--- src/rtl/pattern_seq_pkg.sv ---
// Shared scancodes, FSM state type and index-wrap helper for the pattern sequencer.
package pattern_seq_pkg;

  localparam logic [7:0] SC_RIGHT = 8'h74;
  localparam logic [7:0] SC_LEFT  = 8'h6B;
  localparam logic [7:0] SC_SPACE = 8'h29;
  localparam logic [7:0] SC_DIGIT [1:9] = '{8'h16, 8'h1E, 8'h26, 8'h25, 8'h2E,
                                            8'h36, 8'h3D, 8'h3E, 8'h46};

  typedef enum logic [1:0] {
    IDLE    = 2'd0,
    PENDING = 2'd1,
    COMMIT  = 2'd2
  } seq_state_e;

  // Step idx by +1 (dir=1) or -1 (dir=0), wrapping within 0..n-1.
  function automatic int unsigned wrap_step(input int unsigned idx, input logic dir,
                                            input int unsigned n);
    int unsigned r;
    if (dir) r = (idx + 32'd1 >= n) ? 32'd0 : idx + 32'd1;
    else     r = (idx == 32'd0) ? n - 32'd1 : idx - 32'd1;
    return r;
  endfunction

endpackage

--- src/rtl/pattern_sequencer_ps2_key_decoder.sv ---
// PS/2 toggle-strobe edge detect and scancode decode into one-cycle request pulses.
// Digit direct-select decode is compiled in with PATTERN_SEQ_DIRECT_EN.
module ps2_key_decoder
  import pattern_seq_pkg::*;
#(
  parameter int unsigned NUM_PATTERNS = 8,
  parameter int unsigned PAT_W        = 4
) (
  input  logic             clk,
  input  logic [10:0]      ps2_key,
  output logic             next_c,
  output logic             prev_c,
  output logic             pause_c,
  output logic             direct_c,
  output logic [PAT_W-1:0] direct_idx_c
);

`ifdef PATTERN_SEQ_DIRECT_EN
  localparam bit DIRECT_EN = 1'b1;
`else
  localparam bit DIRECT_EN = 1'b0;
`endif

  logic       tog_q;
  logic       press_c;
  logic       ext_c;
  logic [7:0] sc_c;

  // Copy tracks the strobe every cycle, reset included, so a dropped event is never replayed.
  always_ff @(posedge clk) begin
    tog_q <= ps2_key[10];
  end

  always_comb begin
    press_c      = (ps2_key[10] != tog_q) && ps2_key[9];
    ext_c        = ps2_key[8];
    sc_c         = ps2_key[7:0];
    next_c       = press_c && ext_c && (sc_c == SC_RIGHT);
    prev_c       = press_c && ext_c && (sc_c == SC_LEFT);
    pause_c      = press_c && !ext_c && (sc_c == SC_SPACE);
    direct_c     = 1'b0;
    direct_idx_c = '0;
    for (int unsigned d = 1; d <= 9; d++) begin
      if (DIRECT_EN && press_c && !ext_c && (sc_c == SC_DIGIT[d]) && (d <= NUM_PATTERNS)) begin
        direct_c     = 1'b1;
        direct_idx_c = PAT_W'(d - 1);
      end
    end
  end

endmodule

--- src/rtl/pattern_sequencer.sv ---
// Frame-synchronous test-pattern selector: merges OSD, keyboard and auto-cycle requests
// and commits on VBlank rise. Optional digit direct-select: PATTERN_SEQ_DIRECT_EN.
module pattern_sequencer
  import pattern_seq_pkg::*;
#(
  parameter int unsigned NUM_PATTERNS = 8,
  parameter int unsigned PAT_W        = 4,
  parameter int unsigned FRAME_W      = 8
) (
  input  logic               clk,
  input  logic               reset,
  input  logic               vblank,
  input  logic [10:0]        ps2_key,
  input  logic [PAT_W-1:0]   osd_sel,
  input  logic               auto_en,
  input  logic [FRAME_W-1:0] auto_frames,
  output logic [PAT_W-1:0]   pattern_sel,
  output logic               sel_strobe,
  output logic               pending,
  output logic               paused
);

  localparam logic [PAT_W-1:0] LAST_IDX = PAT_W'(NUM_PATTERNS - 1);

  seq_state_e         state_q, state_d;
  logic               vblank_q;
  logic [PAT_W-1:0]   osd_q;
  logic [PAT_W-1:0]   target_q, target_d;
  logic [PAT_W-1:0]   pattern_sel_q, pattern_sel_d;
  logic               sel_strobe_q, sel_strobe_d;
  logic               pending_q, pending_d;
  logic               paused_q, paused_d;
  logic [FRAME_W-1:0] cnt_q, cnt_d;

  logic               next_c, prev_c, pause_c, direct_c;
  logic [PAT_W-1:0]   direct_idx_c;
  logic               rise_c, osd_evt_c, key_any_c, sel_evt_c, auto_evt_c, cnt_hit_c;
  logic [FRAME_W-1:0] lim_m1_c;
  logic [PAT_W-1:0]   osd_clamp_c, base_c;

  ps2_key_decoder #(
    .NUM_PATTERNS (NUM_PATTERNS),
    .PAT_W        (PAT_W)
  ) u_key_dec (
    .clk          (clk),
    .ps2_key      (ps2_key),
    .next_c       (next_c),
    .prev_c       (prev_c),
    .pause_c      (pause_c),
    .direct_c     (direct_c),
    .direct_idx_c (direct_idx_c)
  );

  // Event qualification with OSD > key > auto priority.
  always_comb begin
    rise_c      = vblank && !vblank_q;
    osd_evt_c   = (osd_sel != osd_q);
    osd_clamp_c = (osd_sel > LAST_IDX) ? LAST_IDX : osd_sel;
    key_any_c   = next_c || prev_c || pause_c || direct_c;
    lim_m1_c    = (auto_frames == '0) ? '0 : auto_frames - FRAME_W'(1);
    cnt_hit_c   = (cnt_q == lim_m1_c);
    auto_evt_c  = rise_c && auto_en && !paused_q && cnt_hit_c && !osd_evt_c && !key_any_c;
    sel_evt_c   = osd_evt_c || next_c || prev_c || direct_c || auto_evt_c;
  end

  always_ff @(posedge clk) begin
    if (reset) state_q <= IDLE;
    else       state_q <= state_d;
  end

  // Next state; COMMIT accepts new events exactly like IDLE.
  always_comb begin
    state_d = state_q;
    unique case (state_q)
      PENDING: if (rise_c) state_d = COMMIT;
      IDLE, COMMIT: begin
        if (auto_evt_c)     state_d = COMMIT;
        else if (sel_evt_c) state_d = PENDING;
        else                state_d = IDLE;
      end
      default: state_d = IDLE;
    endcase
  end

  // Target stepping and next values of all registered outputs.
  always_comb begin
    base_c   = (state_q == PENDING) ? target_q : pattern_sel_q;
    target_d = base_c;
    if (osd_evt_c)       target_d = osd_clamp_c;
    else if (direct_c)   target_d = direct_idx_c;
    else if (next_c)     target_d = PAT_W'(wrap_step(32'(base_c), 1'b1, NUM_PATTERNS));
    else if (prev_c)     target_d = PAT_W'(wrap_step(32'(base_c), 1'b0, NUM_PATTERNS));
    else if (auto_evt_c) target_d = PAT_W'(wrap_step(32'(base_c), 1'b1, NUM_PATTERNS));

    pattern_sel_d = (state_d == COMMIT) ? target_d : pattern_sel_q;
    sel_strobe_d  = (state_d == COMMIT);
    pending_d     = (state_d == PENDING);
    paused_d      = paused_q ^ (pause_c && !osd_evt_c);

    if (!auto_en || state_q == COMMIT) cnt_d = '0;
    else if (rise_c && !paused_q)      cnt_d = cnt_hit_c ? '0 : cnt_q + FRAME_W'(1);
    else                               cnt_d = cnt_q;
  end

  always_ff @(posedge clk) begin
    if (reset) begin
      vblank_q      <= 1'b0;
      osd_q         <= osd_sel;
      target_q      <= '0;
      pattern_sel_q <= '0;
      sel_strobe_q  <= 1'b0;
      pending_q     <= 1'b0;
      paused_q      <= 1'b0;
      cnt_q         <= '0;
    end else begin
      vblank_q      <= vblank;
      osd_q         <= osd_sel;
      target_q      <= target_d;
      pattern_sel_q <= pattern_sel_d;
      sel_strobe_q  <= sel_strobe_d;
      pending_q     <= pending_d;
      paused_q      <= paused_d;
      cnt_q         <= cnt_d;
    end
  end

  assign pattern_sel = pattern_sel_q;
  assign sel_strobe  = sel_strobe_q;
  assign pending     = pending_q;
  assign paused      = paused_q;

endmodule

--- config.mk ---
export PLATFORM = sky130hd
export DESIGN_NAME = pattern_sequencer
export DESIGN_NICKNAME = d
export VERILOG_FILES = /design/src/rtl/pattern_seq_pkg.sv /design/src/rtl/pattern_sequencer_ps2_key_decoder.sv /design/src/rtl/pattern_sequencer.sv
export SDC_FILE = /design/constraint.sdc
export NUM_CORES = 1
export LEC_CHECK = 0
export CAP_MARGIN = 40
export CORE_ASPECT_RATIO = 1.5
export CORE_UTILIZATION = 57
export CTS_BUF_LIST = sky130_fd_sc_hd__clkbuf_16
export CTS_CLUSTER_DIAMETER = 80
export DETAILED_ROUTE_END_ITERATION = 10
export MAX_ROUTING_LAYER = met4
export PLACE_DENSITY = 0.84
export RECOVER_POWER = 50
export SYNTH_ARGS = -nofsm -noshare
export SYNTH_HDL_FRONTEND = slang
export SYNTH_HIERARCHICAL = 1
export SYNTH_SLANG_ARGS = --single-unit
--- constraint.sdc ---
create_clock -name clk -period 4.2 [get_ports clk]
set_input_delay 0.84 -clock clk [delete_from_list [all_inputs] [get_ports clk]]
set_output_delay 0.84 -clock clk [all_outputs]
set_load 0.02 [all_outputs]
======== After elaboration in Yosys (flattened, before gate mapping) ========
Index checks and enable logic that the tools add are counted.
storage, ports and cells
  register bits after elaboration ......... 27
  bits of input ports ..................... 27
  output and inout port bits .............. 7
  word-level logic and storage cells ...... 72
cells by class
  add/sub/neg operators ................... 4
  magnitude comparators ................... 2
  eq/ne operators ......................... 10
  mux-type cells .......................... 14
  bitwise gates (word level) .............. 1
  reduce and logical (&&, ||, !) cells .... 31
operators by type and width
  operator                                                               number
  4-bit 2-to-1 mux                                                       8
  8-bit by 7-bit == test with 1-bit output, second input constant        2
  8-bit 2-to-1 mux                                                       2
  1-bit logical AND                                                      14
  8-bit by 1-bit adder with 8-bit output, second input constant          1
  8-bit by 6-bit == test with 1-bit output, second input constant        1
  8-bit == test                                                          1
  8-bit logical NOT                                                      1
  8-bit by 1-bit subtractor with 8-bit output, second input constant     1
  1-bit logical NOT                                                      6
  1-bit logical OR                                                       6
  4-bit by 1-bit adder with 5-bit output, second input constant          1
  5-bit by 4-bit >= comparator with 1-bit output, second input constant  1
  2-bit by 1-bit == test with 1-bit output, second input constant        2
  2-bit == test, second input constant                                   2
  4-bit by 3-bit > comparator with 1-bit output, second input constant   1
  4-bit logical NOT                                                      1
  2-bit 2-to-1 mux                                                       2
  4-bit inequality test                                                  1
  2-bit case mux with 2 select lines                                     1
  2-bit OR reduction                                                     2
  4-bit by 1-bit subtractor with 4-bit output, second input constant     1
  2-bit logical NOT                                                      1
  1-bit 2-to-1 mux                                                       1
  other kinds (2)                                                        2

======== Depth between registers and ports, before layout ========
  depth after elaboration ................. 13
  gate-level depth with buffers ........... 10
  depth with buffers taken out ............ 9

======== Hierarchy ========
Netlist, hierarchy kept.
modules (own cells, without submodules)
  module             instances  cells an instance  area each (um^2)  sequential area each (um^2)
  pattern_sequencer  1          211                1,784.2           520.5
  ps2_key_decoder    1          19                 147.6             20.0

======== Least setup slack after synthesis ========
OpenSTA, ideal clock, no wires.
  kind .................................... input to register
  start ................................... input auto_frames[0]
  end ..................................... register pattern_sel_q[1], in the netlist pattern_sel[1]
  data arrival time ....................... 2.917 ns
  data required time ...................... 4.066 ns
  setup slack ............................. 1.149 ns
  stages .................................. 9
  path through ............................ inv_1 > ha_1 > nand2b_1 > or4_1 > and3_1 > a2111oi_4 > a31oi_1 > mux2i_1 > o221ai_1
between the ends
  cells in the longest elaborated chain, start to end .. 11
ends and longest elaborated chain
  element                                                                                  line                      source
  from (decl)                                                                              pattern_sequencer.sv:16   input logic [FRAME_W-1:0] auto_frames,
  8-bit by 1-bit subtractor with 8-bit output / 8-bit logical NOT (equally long branches)  pattern_sequencer.sv:60   lim_m1_c = (auto_frames == '0) ? '0 : auto_frames - FRAME_W'(1);
  8-bit 2-to-1 mux *                                                                       pattern_sequencer.sv:60
  8-bit == test *                                                                          pattern_sequencer.sv:61   cnt_hit_c = (cnt_q == lim_m1_c);
  1-bit logical AND * (3 in a row)                                                         pattern_sequencer.sv:62   auto_evt_c = rise_c && auto_en && !paused_q && cnt_hit_c && !osd_evt_c && !key_any_c;
  1-bit logical OR                                                                         pattern_sequencer.sv:63   sel_evt_c = osd_evt_c || next_c || prev_c || direct_c || auto_evt_c;
  1-bit 2-to-1 mux                                                                         pattern_sequencer.sv:78   else if (sel_evt_c) state_d = PENDING;
  2-bit 2-to-1 mux                                                                         pattern_sequencer.sv:77   if (auto_evt_c) state_d = COMMIT;
  2-bit case mux with 2 select lines                                                       pattern_sequencer.sv:74   unique case (state_q)
  2-bit == test                                                                            pattern_sequencer.sv:95   pattern_sel_d = (state_d == COMMIT) ? target_d : pattern_sel_q;
  to (signal assigned)                                                                     pattern_sequencer.sv:119  pattern_sel_q <= pattern_sel_d;
  to (decl)                                                                                pattern_sequencer.sv:29   logic [PAT_W-1:0] pattern_sel_q, pattern_sel_d;
Every way passes the cells marked *; elsewhere a longest branch is shown, timed or not.
A chain may end at the register's enable or synchronous reset.

======== Final worst setup path ========
  start ................................... input auto_frames[0]
  end ..................................... register target_q[1]
between the ends
  cells in the longest elaborated chain, start to end .. 10
ends and longest elaborated chain
  element                                                                                  line                      source
  8-bit by 1-bit subtractor with 8-bit output / 8-bit logical NOT (equally long branches)  pattern_sequencer.sv:60
  8-bit 2-to-1 mux *                                                                       pattern_sequencer.sv:60
  8-bit == test *                                                                          pattern_sequencer.sv:61
  1-bit logical AND * (3 in a row)                                                         pattern_sequencer.sv:62
  4-bit 2-to-1 mux *                                                                       pattern_sequencer.sv:93   else if (auto_evt_c) target_d = PAT_W'(wrap_step(32'(base_c), 1'b1, NUM_PATTERNS));
  4-bit 2-to-1 mux *                                                                       pattern_sequencer.sv:92   else if (prev_c) target_d = PAT_W'(wrap_step(32'(base_c), 1'b0, NUM_PATTERNS));
  4-bit 2-to-1 mux *                                                                       pattern_sequencer.sv:91   else if (next_c) target_d = PAT_W'(wrap_step(32'(base_c), 1'b1, NUM_PATTERNS));
  4-bit 2-to-1 mux *                                                                       pattern_sequencer.sv:89   if (osd_evt_c) target_d = osd_clamp_c;
  to (signal assigned)                                                                     pattern_sequencer.sv:118  target_q <= target_d;
  to (decl)                                                                                pattern_sequencer.sv:28   logic [PAT_W-1:0] target_q, target_d;
Marks and branches as above.

==> results.md <==
* Outcome: finished clean
* Switching Fraction at 0.267
* Standard-cell row count at 25
* Routed WL at 4.29 mm
* CP endpoint kind: flop
* Asr flop ratio synth at 0
* Synth unique cells at just under 60
* Worst-margin pin slew at roughly 0.66 ns
* Peak VDD IR at around 0.25 mV
* Num CTS Buffers at 3
* Drt initial violations at between 40 and 50
* Die X-Extent at about 50 um
* Max Cap Viol at 0
* Worst setup path category: primary input to flop
* Post-synth top flop: dfxtp_1
* Critical path peak fanout at 7
* Mapped cell area at approximately 1900 um^2
* Period minus WS final at about 3.6 ns
* Reg area at 541 um^2
* Core ar. at ~3200 um^2
* Hold-fix buffers, CTS at 0
* Combinational share of power at 0.220
* Post-cts sizing count at 0
* Clk Latency, worst-skew pair at ~0.26 ns
* Initial antenna violation count at 0
* RSZ-0062 raised after global routing: false
* Count of input and output buffers at 33
* FILL cells at around 260
* Clock share of power at 0.347
* Worst-path clk slew at approximately 0.070 ns
* Cells after synthesis at 230
* Overflow after GRT at 0
* Layout cells sized above 1 at 0.0642
* Dpl cell area at 2290 um^2
* Hold crit path type: flop to flop
* Vias in the first global route at 1634
* Drt first pass iters at 4
* Wire per inst at 14.1 um
* CP Launch Type: primary input
* Drt drc at 0
* Die Ht at roughly 73 um
* Final instance area at ~2400 um^2
* Finish-stage setup viols at 0
* Final worst-path cycle share at 0.857
* ANT nets after route at 0
* Post-synth EDFFs at 0
* Leakage power at approximately 0.92 nW
* Post-CTS setup buffers at 0
* Worst Skew at around 0.0021 ns
* Switching pwr at about 170 uW
* FF+latch count, synth at 27
* # IOs at 34
* Multi-input logic area at ~1300 um^2
* Power Density at 268 nW/um^2
* Avg Vias per Cell at between 5 and 6
* Clock sink count at 27
* DP Wirelength at ~3.4 mm
* Via Count at 1747
* GP Congestion at 0.868
* Slew Limit Fails at 0
* First-pass GRT wire length at between 7 and 8 mm
* Root Driver: clkbuf_16
* Seq/Total Area, Yosys at 0.280
* Req. time, crit path at ~4.4 ns
* Largest net degree at the start of global routing at 20
* Internal power at between 400 and 500 uW
* Slew headroom at 0.561
* Critical path arrival at 3.77 ns
* Final TNS setup at 0 ns
* H-tree levels at 1
* Max frequency at 278 MHz
* Yosys warns at 6
* CTS tree: yes
* CTS max path bufs at 2
* Final Hold Fails at 0
* Mean Syn Cell Area at between 8 and 9 um^2
* Initial core utilization at 0.605
* Total track usage at 0.265
* Layout area overhead at 22.3%
* Die ar. at 3630 um^2
* Nets at between 200 and 300
* Part of the power in registers at 0.433
* Antenna Cells at 0
[synth_stat cells (5+ instances only)]
library cell	number	area, um^2
nand2_1	11	41.3
ha_1	5	62.6
nand3_1	5	25.0
inv_1	15	56.3
a211oi_1	8	60.1
nor2b_1	5	31.3
nand2b_1	10	62.6
buf_4	5	37.5
nor2_1	25	93.8
nor3_1	10	50.1
xor2_1	7	61.3
xnor2_1	11	96.3
dfxtp_1	27	541
mux2i_1	9	90.1
o21ai_0	8	40.0
[kinds of logic after synthesis]
logic type	Yosys count	share of synthesized area
other cells	1	0.00194
simple gates	97	0.289
compound gates	46	0.195
mux	10	0.0525
buf+inv	26	0.0680
flops	27	0.280
xor+xnor	18	0.0816
fa+ha+maj	5	0.0324
[worst max-delay path, cell delays in order]
cell and delay, ns:
clkdlybuf4s50_1 0.47, inv_1 0.11, ha_1 0.23, nand2b_1 0.18, or4_1 0.53, and3_1 0.23
a2111oi_4 0.44, a31oi_1 0.29, mux2i_1 0.19, a211oi_1 0.27
[power groups by stage]
stage	combinational [mW]	sequential [mW]	clock, mW
floorplan	0.0869	0.284	0
global placement	0.139	0.280	0
detailed placement	0.141	0.280	0
CTS	0.142	0.274	0.222
global route	0.155	0.275	0.232
finish	0.139	0.274	0.220
[flip-flops by register name (all words and copies together), names as in the netlist]
name / flops
sel_strobe: 1
u_key_dec/tog_q: 1
osd_q: 4
pattern_sel: 4
paused: 1
cnt_q: 8
target_q: 4
state_q: 2
vblank_q: 1
pending: 1
[layout make-up]
type | instances | area share
clock buffer | 3 | 0.0318
clock inverter | 1 | 0.00318
inverter | 15 | 0.0238
multi-input combinational | 181 | 0.537
sequential | 27 | 0.229
tap | 40 | 0.0212
timing repair buffer | 38 | 0.154
[worst paths after layout]
check | cells after the start | endpoint | startpoint | slack (ns)
worst max-delay path | 10 | target_q[1] | auto_frames[0] | 0.60
worst min-delay path | 2 | pattern_sel[0] | pattern_sel[0] | 0.51
worst max register to register | 9 | target_q[2] | state_q[0] | 1.58
worst min register to register | 2 | pattern_sel[0] | pattern_sel[0] | 0.51
[metal layers]
layer / vias up / wire length [um] / GRT usage
met2: 24 / 2390 / 0.502
met4: 0 / 87 / 0.0952
met5: - / 0 / -
li1: 893 / - / -
met1: 821 / 1730 / 0.284
met3: 9 / 74 / 0.0186
[metrics by stage]
step	std cells	setup slack (ns)	hold slack, ns	total power [mW]	util
global route	305	0.374	0.546	0.662	0.740
CTS	305	0.608	0.517	0.638	0.744
floorplan	234	1.15	0.513	0.370	-
global placement	301	0.477	0.494	0.419	0.718
detailed placement	301	0.365	0.503	0.421	0.718
finish	305	0.600	0.512	0.633	0.740
[layout by cell type, fill, tap and decap left out, drive strengths merged, types with 6 or more instances in the layout]
cell type / instances
dfxtp: 27
nor2: 25
clkdlybuf4s50: 20
inv: 15
dlygate4sd3: 13
xnor2: 11
nand2: 11
nor3: 10
nand2b: 10
mux2i: 9
a211oi: 8
o21ai: 8
xor2: 7
nor2b: 6
Power figures use the tool's default switching activity.
